$ cat config.mk
export PLATFORM = sky130hd
export DESIGN_NAME = lsu_mw
export DESIGN_NICKNAME = d
export VERILOG_FILES = /design/src/rtl/lsu_mw.sv
export SDC_FILE = /design/constraint.sdc
export NUM_CORES = 1
export LEC_CHECK = 0
export CORE_MARGIN = 10
export CORE_UTILIZATION = 35
export CTS_CLUSTER_DIAMETER = 30
export CTS_CLUSTER_SIZE = 12
export DETAILED_ROUTE_END_ITERATION = 6
export DONT_BUFFER_PORTS = 1
export MAX_ROUTING_LAYER = met4
export PLACE_DENSITY = 0.51
export SYNTH_ARGS = -nofsm -noshare
export SYNTH_HDL_FRONTEND = slang
export SYNTH_SLANG_ARGS = --single-unit
export TNS_END_PERCENT = 20
$ cat constraint.sdc
create_clock -name clk -period 2.17 [get_ports clk]
set_input_delay 0.434 -clock clk [delete_from_list [all_inputs] [get_ports clk]]
set_output_delay 0.434 -clock clk [all_outputs]
set_load 0.05 [all_outputs]
$ cat src/rtl/lsu_mw.sv
// lsu_mw: memory/writeback load-store unit; runs loads/stores as req/ack bus
// transactions, stalls the pipeline meanwhile and selects the writeback value.
module lsu_mw #(
    parameter int TIMEOUT = 255
) (
    input  logic        clk,
    input  logic        rst,
    input  logic [4:0]  mem_op_mw,
    input  logic [31:0] alu_mw,
    input  logic [31:0] data_wr_mw,
    input  logic [31:0] pc_mw,
    input  logic [1:0]  wb_sel_mw,
    input  logic        rf_wr_mw,
    input  logic [31:0] csr_rdata,
    output logic        dbus_req,
    output logic        dbus_we,
    output logic [31:0] dbus_addr,
    output logic [31:0] dbus_wdata,
    output logic [3:0]  dbus_be,
    input  logic [31:0] dbus_rdata,
    input  logic        dbus_ack,
    output logic        stall_mw,
    output logic [31:0] wdata_wb,
    output logic        rf_wr_en,
    output logic        misalign_mw,
    output logic        bus_err
);
    typedef enum logic [1:0] {IDLE, BUSY, DONE} state_t;
    localparam logic [7:0] LAST = 8'(TIMEOUT - 1);

    state_t      r_state, w_next;
    logic [7:0]  r_cnt;
    logic        r_req, r_we, r_to;
    logic [31:0] r_addr, r_wdata, r_ld_buf;
    logic [3:0]  r_be;

    logic        w_ld, w_st, w_mem, w_legal, w_access, w_mis, w_go;
    logic [2:0]  w_f3;
    logic [1:0]  w_off;
    logic [31:0] w_shift, w_ext, w_st_data, w_wb;
    logic [3:0]  w_st_be;

    assign w_ld     = mem_op_mw[4];
    assign w_st     = mem_op_mw[3];
    assign w_f3     = mem_op_mw[2:0];
    assign w_off    = alu_mw[1:0];
    assign w_mem    = w_ld | w_st;
    assign w_legal  = (w_f3 == 3'b000) | (w_f3 == 3'b001) | (w_f3 == 3'b010) |
                      (w_f3 == 3'b100) | (w_f3 == 3'b101);
    assign w_access = (w_ld ^ w_st) & w_legal;
    assign w_mis    = ((w_f3[1:0] == 2'b01) & w_off[0]) | ((w_f3[1:0] == 2'b10) & (|w_off));
    assign w_go     = w_access & ~w_mis;

    assign w_st_data = (w_f3[1:0] == 2'b00) ? {4{data_wr_mw[7:0]}} :
                       (w_f3[1:0] == 2'b01) ? {2{data_wr_mw[15:0]}} : data_wr_mw;
    assign w_st_be   = (w_f3[1:0] == 2'b00) ? (4'b0001 << w_off) :
                       (w_f3[1:0] == 2'b01) ? (w_off[1] ? 4'b1100 : 4'b0011) : 4'b1111;

    // Address and funct3 stay valid while stalled, so they steer load extraction.
    assign w_shift = dbus_rdata >> {w_off, 3'b000};
    assign w_ext   = (w_f3 == 3'b000) ? {{24{w_shift[7]}}, w_shift[7:0]} :
                     (w_f3 == 3'b001) ? {{16{w_shift[15]}}, w_shift[15:0]} :
                     (w_f3 == 3'b100) ? {24'b0, w_shift[7:0]} :
                     (w_f3 == 3'b101) ? {16'b0, w_shift[15:0]} : w_shift;

    assign w_wb = (wb_sel_mw == 2'd0) ? alu_mw :
                  (wb_sel_mw == 2'd1) ? r_ld_buf :
                  (wb_sel_mw == 2'd2) ? pc_mw + 32'd4 : csr_rdata;

    assign dbus_req   = r_req;
    assign dbus_we    = r_we;
    assign dbus_addr  = r_addr;
    assign dbus_wdata = r_wdata;
    assign dbus_be    = r_be;
    assign wdata_wb   = rst ? 32'd0 : w_wb;

    always_ff @(posedge clk) begin
        if (rst) r_state <= IDLE;
        else     r_state <= w_next;
    end

    always_comb begin
        w_next      = r_state;
        stall_mw    = 1'b0;
        rf_wr_en    = 1'b0;
        misalign_mw = 1'b0;
        bus_err     = 1'b0;
        case (r_state)
            IDLE: begin
                stall_mw    = w_go;
                misalign_mw = w_access & w_mis;
                rf_wr_en    = rf_wr_mw & ~w_mem;
                w_next      = w_go ? BUSY : IDLE;
            end
            BUSY: begin
                stall_mw = 1'b1;
                w_next   = (dbus_ack || r_cnt == LAST) ? DONE : BUSY;
            end
            DONE: begin
                rf_wr_en = rf_wr_mw & ~r_to;
                bus_err  = r_to;
                w_next   = IDLE;
            end
            default: w_next = IDLE;
        endcase
        if (rst) begin
            stall_mw    = 1'b0;
            rf_wr_en    = 1'b0;
            misalign_mw = 1'b0;
            bus_err     = 1'b0;
        end
    end

    always_ff @(posedge clk) begin
        if (rst) begin
            r_req    <= 1'b0;
            r_we     <= 1'b0;
            r_to     <= 1'b0;
            r_cnt    <= 8'd0;
            r_addr   <= 32'd0;
            r_wdata  <= 32'd0;
            r_be     <= 4'd0;
            r_ld_buf <= 32'd0;
        end else if (r_state == IDLE && w_go) begin
            r_req   <= 1'b1;
            r_we    <= w_st;
            r_to    <= 1'b0;
            r_cnt   <= 8'd0;
            r_addr  <= {alu_mw[31:2], 2'b00};
            r_wdata <= w_st_data;
            r_be    <= w_st_be;
        end else if (r_state == BUSY) begin
            if (dbus_ack) begin
                r_req <= 1'b0;
                if (w_ld) r_ld_buf <= w_ext;
            end else if (r_cnt == LAST) begin
                r_req    <= 1'b0;
                r_ld_buf <= 32'd0;
                r_to     <= 1'b1;
            end else begin
                r_cnt <= r_cnt + 8'd1;
            end
        end
    end
endmodule

Yosys cells after proc, flatten, opt, wreduce, memory -nomap -nowiden

Cells that the tools add are included.

Register bits: 111
Bits of input ports: 171
Output and inout port bits: 106

$add $sub $neg: 2
Equal/unequal tests: 12
Shifts and indexed selects: 2
Multiplexer cells: 31
Bitwise operators: 20
Reductions and logical operators: 15

Operator list:

| kind                                            | count |
|---|---|
| 2-to-1 mux 32 bit                               | 13 |
| adder 32 x 3 -> 32 bit, second input constant   | 1 |
| right shift 32 x 5 -> 32 bit                    | 1 |
| 2-to-1 mux 4 bit                                | 3 |
| 2-to-1 mux 1 bit                                | 11 |
| adder 8 x 1 -> 8 bit, second input constant     | 1 |
| == test 8 bit, second input constant            | 1 |
| bitwise AND 1 bit                               | 7 |
| == test 2 x 1 -> 1 bit, second input constant   | 3 |
| == test 2 bit, second input constant            | 3 |
| == test 3 bit, second input constant            | 2 |
| logical NOT 2 bit                               | 3 |
| NOT 1 bit                                       | 6 |
| bitwise OR 1 bit                                | 6 |
| AND reduction 3 bit                             | 2 |
| case mux 1 bit (2 select lines)                 | 2 |
| case mux 2 bit (2 select lines)                 | 1 |
| AND reduction 4 bit                             | 1 |
| nonzero test 2 bit                              | 2 |
| OR reduction 2 bit                              | 2 |
| << shifter 1 x 2 -> 4 bit, first input constant | 1 |
| == test 3 x 1 -> 1 bit, second input constant   | 1 |
| == test 3 x 2 -> 1 bit, second input constant   | 1 |
| logical NOT 3 bit                               | 1 |
| other kinds (7)                                 | 7 |

Logic depth before layout (Yosys ltp)

Depth in word-level cells: 10
Mapped depth: 9
Depth with buffers taken out: 7

Worst setup path before layout

OpenSTA, ideal clock, no wires.

Path type: input-to-output
Start: input port mem_op_mw[0]
End: output port stall_mw
Arrival: 2482 ps
Required time: 1736 ps
Path slack: -746 ps
Cell stages on the path: 8
Buffers on the path: 3
Path through: buf_6 > o21ai_0 > nand3_1 > nor2_1 > buf_2 > buf_2 > nor2_1 > nor3_1

Cells in the longest elaborated chain, start to end: 9
Elaborated cells on any way between the ends: 19

RTL lines:

| item                                                        | RTL line | source |
|---|---|---|
| from (decl)                                                 | 8        | `input logic [4:0] mem_op_mw,` |
| == test 3 x 1 -> 1 bit or logical NOT 3 bit (tied branches) | 48       | `assign w_legal = (w_f3 == 3'b000) \| (w_f3 == 3'b001) \| (w_f3 == 3'b010) \|` |
| bitwise OR 1 bit (3 in a row)                               | 48       |  |
| bitwise OR 1 bit                                            | 49       | `(w_f3 == 3'b100) \| (w_f3 == 3'b101);` |
| bitwise AND 1 bit                                           | 50       | `assign w_access = (w_ld ^ w_st) & w_legal;` |
| bitwise AND 1 bit (*)                                       | 52       | `assign w_go = w_access & ~w_mis;` |
| case mux 1 bit (2 select lines) (*)                         | 88       | `case (r_state)` |
| 2-to-1 mux 1 bit (*)                                        | 106      | `if (rst) begin` |
| to (decl)                                                   | 22       | `output logic stall_mw,` |

Every way passes the cells marked *; elsewhere a longest branch is shown, timed or not.

Worst setup path in the final report

Start: input port pc_mw[3]
End: output port wdata_wb[31]

Cells in the longest elaborated chain, start to end: 5

RTL lines:

| item                   | RTL line | source |
|---|---|---|
| from (decl)            | 11       | `input logic [31:0] pc_mw,` |
| adder 32 x 3 -> 32 bit | 68       | `(wb_sel_mw == 2'd2) ? pc_mw + 32'd4 : csr_rdata;` |
| 2-to-1 mux 32 bit      | 68       |  |
| 2-to-1 mux 32 bit      | 67       | `(wb_sel_mw == 2'd1) ? r_ld_buf :` |
| 2-to-1 mux 32 bit      | 66       | `assign w_wb = (wb_sel_mw == 2'd0) ? alu_mw :` |
| 2-to-1 mux 32 bit      | 75       | `assign wdata_wb = rst ? 32'd0 : w_wb;` |
| to (decl)              | 23       | `output logic [31:0] wdata_wb,` |

No other way between the ends.

==> results.md <==
* Status: finished, violations left
* Failing checks: negative setup slack
* Initial antenna violation count at 9
* Number of global-route vias before repair at 6204
* Clock Latency Late Sink at about 350 ps
* Largest net degree at the start of global routing at 90
* HPWL Detailed at 20240 um
* Final setup fails at 11
* GPL Wtd Cong at 0.8908
* Reg2reg end: r_ld_buf[27]
* Post-Route Utilization at 44.51%
* Max frequency at 431.9 MHz
* Setup total negative slack at -1093 ps
* R2R depth at 8
* Psw at 1.829 mW
* Worst IR Drop VDD at around 0.00040 V
* RSZ-0062 raised after global routing: yes
* Grt ovf at 0
* Per-cell routed wire length at 23.84 um
* Reg clk slew, reported paths at about 80 ps
* PortBufs at 0
* NumNets Final at ~1000
* Async set-reset flop share out of synthesis at 0%
* Hold path cells at 1
* Slew headroom at about three fifths
* CTS Hold Bufs at 0
* Most frequent cells in the layout: nand2_1 (145), dfxtp_1 (111), a21oi_1 (91)
* First-pass GRT wire length at 37360 um
* Initial Utilization at 35.97%
* Die height at between 150 and 200 um
* Worst Max-Slew Pin Slew at around 610 ps
* Post-synthesis cell area at 6549 um^2
* Worst Path Max Fanout at 9
* Mapped Cells at between 800 and 900
* Placement Cell Area at 7682 um^2
* Post-DRT Antenna Nets at 0
* CTS max path bufs at 2
* TritonRoute pass-1 iters at 4
* Yosys Warn Count at 0
* Total Power at 5.270 mW
* Max-cap viol count at 0
* Area grow syn2layout at 23.75%
* Leakage at 2.884 nW
* DRT iter0 DRCs at ~300
* H-tree depth at 3
* Via/cell ratio at roughly 5.7
* WL final at ~25000 um
* WP data required at 1740 ps
* Reg2reg setup slack at 370 ps
* Commonest non-fill, non-tap cell in the layout: nand2_1
* Setup Skew at 9.591 ps
* Worst Path Arrival at about 1900 ps
* Overall Global Routing Usage at 20.17%
* Final min period at 2315 ps
* EDFF count, synth at 0
* Die width at 156.8 um
* Synthesized flop and latch total at 111
* Design Area, Final at 8104 um^2
* Worst hold start: rst
* TritonCTS clock tree: built
* Pint at 3.440 mW
* Pwr Density at 650.2 nW/um^2
* Via count at between 6000 and 7000
* Hold Path Class: input pin to flop
* Period Utilization, post-route at 106.7%
* Register area share after synthesis at 33.93%
* DRC at 0
* WHS Endpoint: dbus_addr[23]
* Die Area at 24580 um^2
* Core area at 18210 um^2
* Switching Share at 34.72%
* Post-route setup slack at -145.4 ps
* Root Buffer: clkbuf_16
* Crit. End Element: output pin
* Clock power frac at 30.4%
* I/O pin cnt at 277
* Netlist cell types at 54
* Final Max Tran Viols at 0
* Seq pwr share at 48.5%
* Dpl ws at -218.5 ps
* CTS buffer count at 9
* Launching point of the worst reg2reg path: r_cnt[0]
* Layout cells sized above 1 at 22.36%
* Critical path class: input pin to output pin
* CP Launch Type: input pin
* Main synth FF type: dfxtp_1
* Sink Count at 111
* Hold Fails Final Rpt at 0
* Avg Synthesized Cell Area at 8.115 um^2
* Gate power share at a little over a fifth
* Row cnt at 49
repair_timing:
action                     in CTS  in global routing
setup endpoints to repair      17                 22
buffers inserted                0                  0
pin swaps                       9                  6
hold endpoints to repair        0                  0
resized for setup              12                  9
metal layers:
metal / up-vias / track usage [%] / share of wire (%)
met3: 32 / 8.854 / 11
met4: 0 / 6.382 / 2.4
li1: 2927 / - / -
met5: - / - / 0
met2: 214 / 33.80 / 50
met1: 2920 / 20.94 / 37
worst max-delay path: stages:
cell and delay (ps):
and4_4 210, or3b_4 400, buf_12 170, nor4_4 210
xnor2_1 100, a21oi_2 190, buf_12 160
flip-flops by register name, summed over array words and instances, names as in the netlist:
register / cells
r_ld_buf: 32
r_cnt: 8
r_to: 1
dbus_addr: 30
dbus_be: 4
dbus_wdata: 32
r_state: 2
dbus_we: 1
dbus_req: 1
area by class of cell:
| class | count | area (um^2) |
|---|---|---|
| fill | 1800 | 10100 |
| multi-input combinational | 616 | 4299 |
| sequential | 111 | 2222 |
| timing repair buffer | 68 | 943.4 |
| tap | 229 | 286.5 |
| clock buffer | 10 | 229.0 |
| clock inverter | 6 | 53.80 |
| inverter | 12 | 45.04 |
| antenna | 10 | 25.02 |
per-stage QoR:
stage | std cells | hold WS, ps
2_1_floorplan | 808 | 426.9
3_3_place_gp | 1036 | 443.8
3_5_place_dp | 1036 | 445.6
4_1_cts | 1052 | 147.6
5_1_grt | 1061 | 152.9
6_report | 1062 | 172.3
how the worst max path moves through the flow:
stage | startpoint | to | slack, ps
after floorplan | pc_mw[3] | wdata_wb[15] | -210
after global placement | pc_mw[3] | wdata_wb[31] | -180
after detailed placement | pc_mw[3] | wdata_wb[31] | -220
after CTS | pc_mw[3] | wdata_wb[31] | -140
after global routing | pc_mw[3] | wdata_wb[31] | -210
final | pc_mw[3] | wdata_wb[31] | -150
power groups by stage:
stage | registers [mW] | clock network [mW] | logic [mW]
2_1_floorplan | 2.57 | 0 | 0.836
3_3_place_gp | 2.61 | 0 | 1.10
3_5_place_dp | 2.61 | 0 | 1.11
4_1_cts | 2.56 | 1.65 | 1.12
5_1_grt | 2.57 | 1.73 | 1.20
6_report | 2.56 | 1.60 | 1.11
cell families (layout without fill, tap and decap cells):
family	count (synthesis)	after routing	share of synthesized area [%]
AO/OA/AOI/OAI	233	233	23.18
XOR/XNOR	34	34	4.547
adder cells (fa/ha/maj)	4	4	0.7643
buffers and inverters	81	96	5.598
flip-flops	111	111	33.93
multiplexers	71	71	12.50
other	1	12	0.05726
AND/OR/NAND/NOR	272	272	19.43
cell usage after synthesis, types with 2 or more instances:
library cell	n	share of area, %
nand2_1	146	8.4
a21oi_1	111	8.5
dfxtp_1	111	34
nor2_1	53	3.0
mux2_2	36	6.2
clkbuf_1	32	1.8
mux2i_1	30	4.6
o21ai_0	29	2.2
buf_2	22	1.7
o221ai_1	20	2.7
o2bb2ai_1	19	2.5
xor2_1	19	2.5
xnor2_1	15	2.0
nand3_1	14	1.1
a211oi_1	13	1.5
inv_1	12	0.69
nand4_1	9	0.86
a22o_1	8	1.1
a311oi_1	8	1.1
o2111ai_1	8	1.1
and2_1	7	0.67
buf_1	7	0.40
nor2b_1	7	0.67
nor3_1	7	0.53
and3_1	6	0.57
and4_1	5	0.67
buf_4	5	0.57
mux4_2	5	1.7
a221oi_1	4	0.53
ha_1	4	0.76
nand2b_1	4	0.38
nor4_2	3	0.57
nor4_4	3	0.97
buf_6	2	0.34
o21a_1	2	0.23
o22ai_1	2	0.19
or2_2	2	0.19
Note: power is estimated with default switching activity, not from simulation.
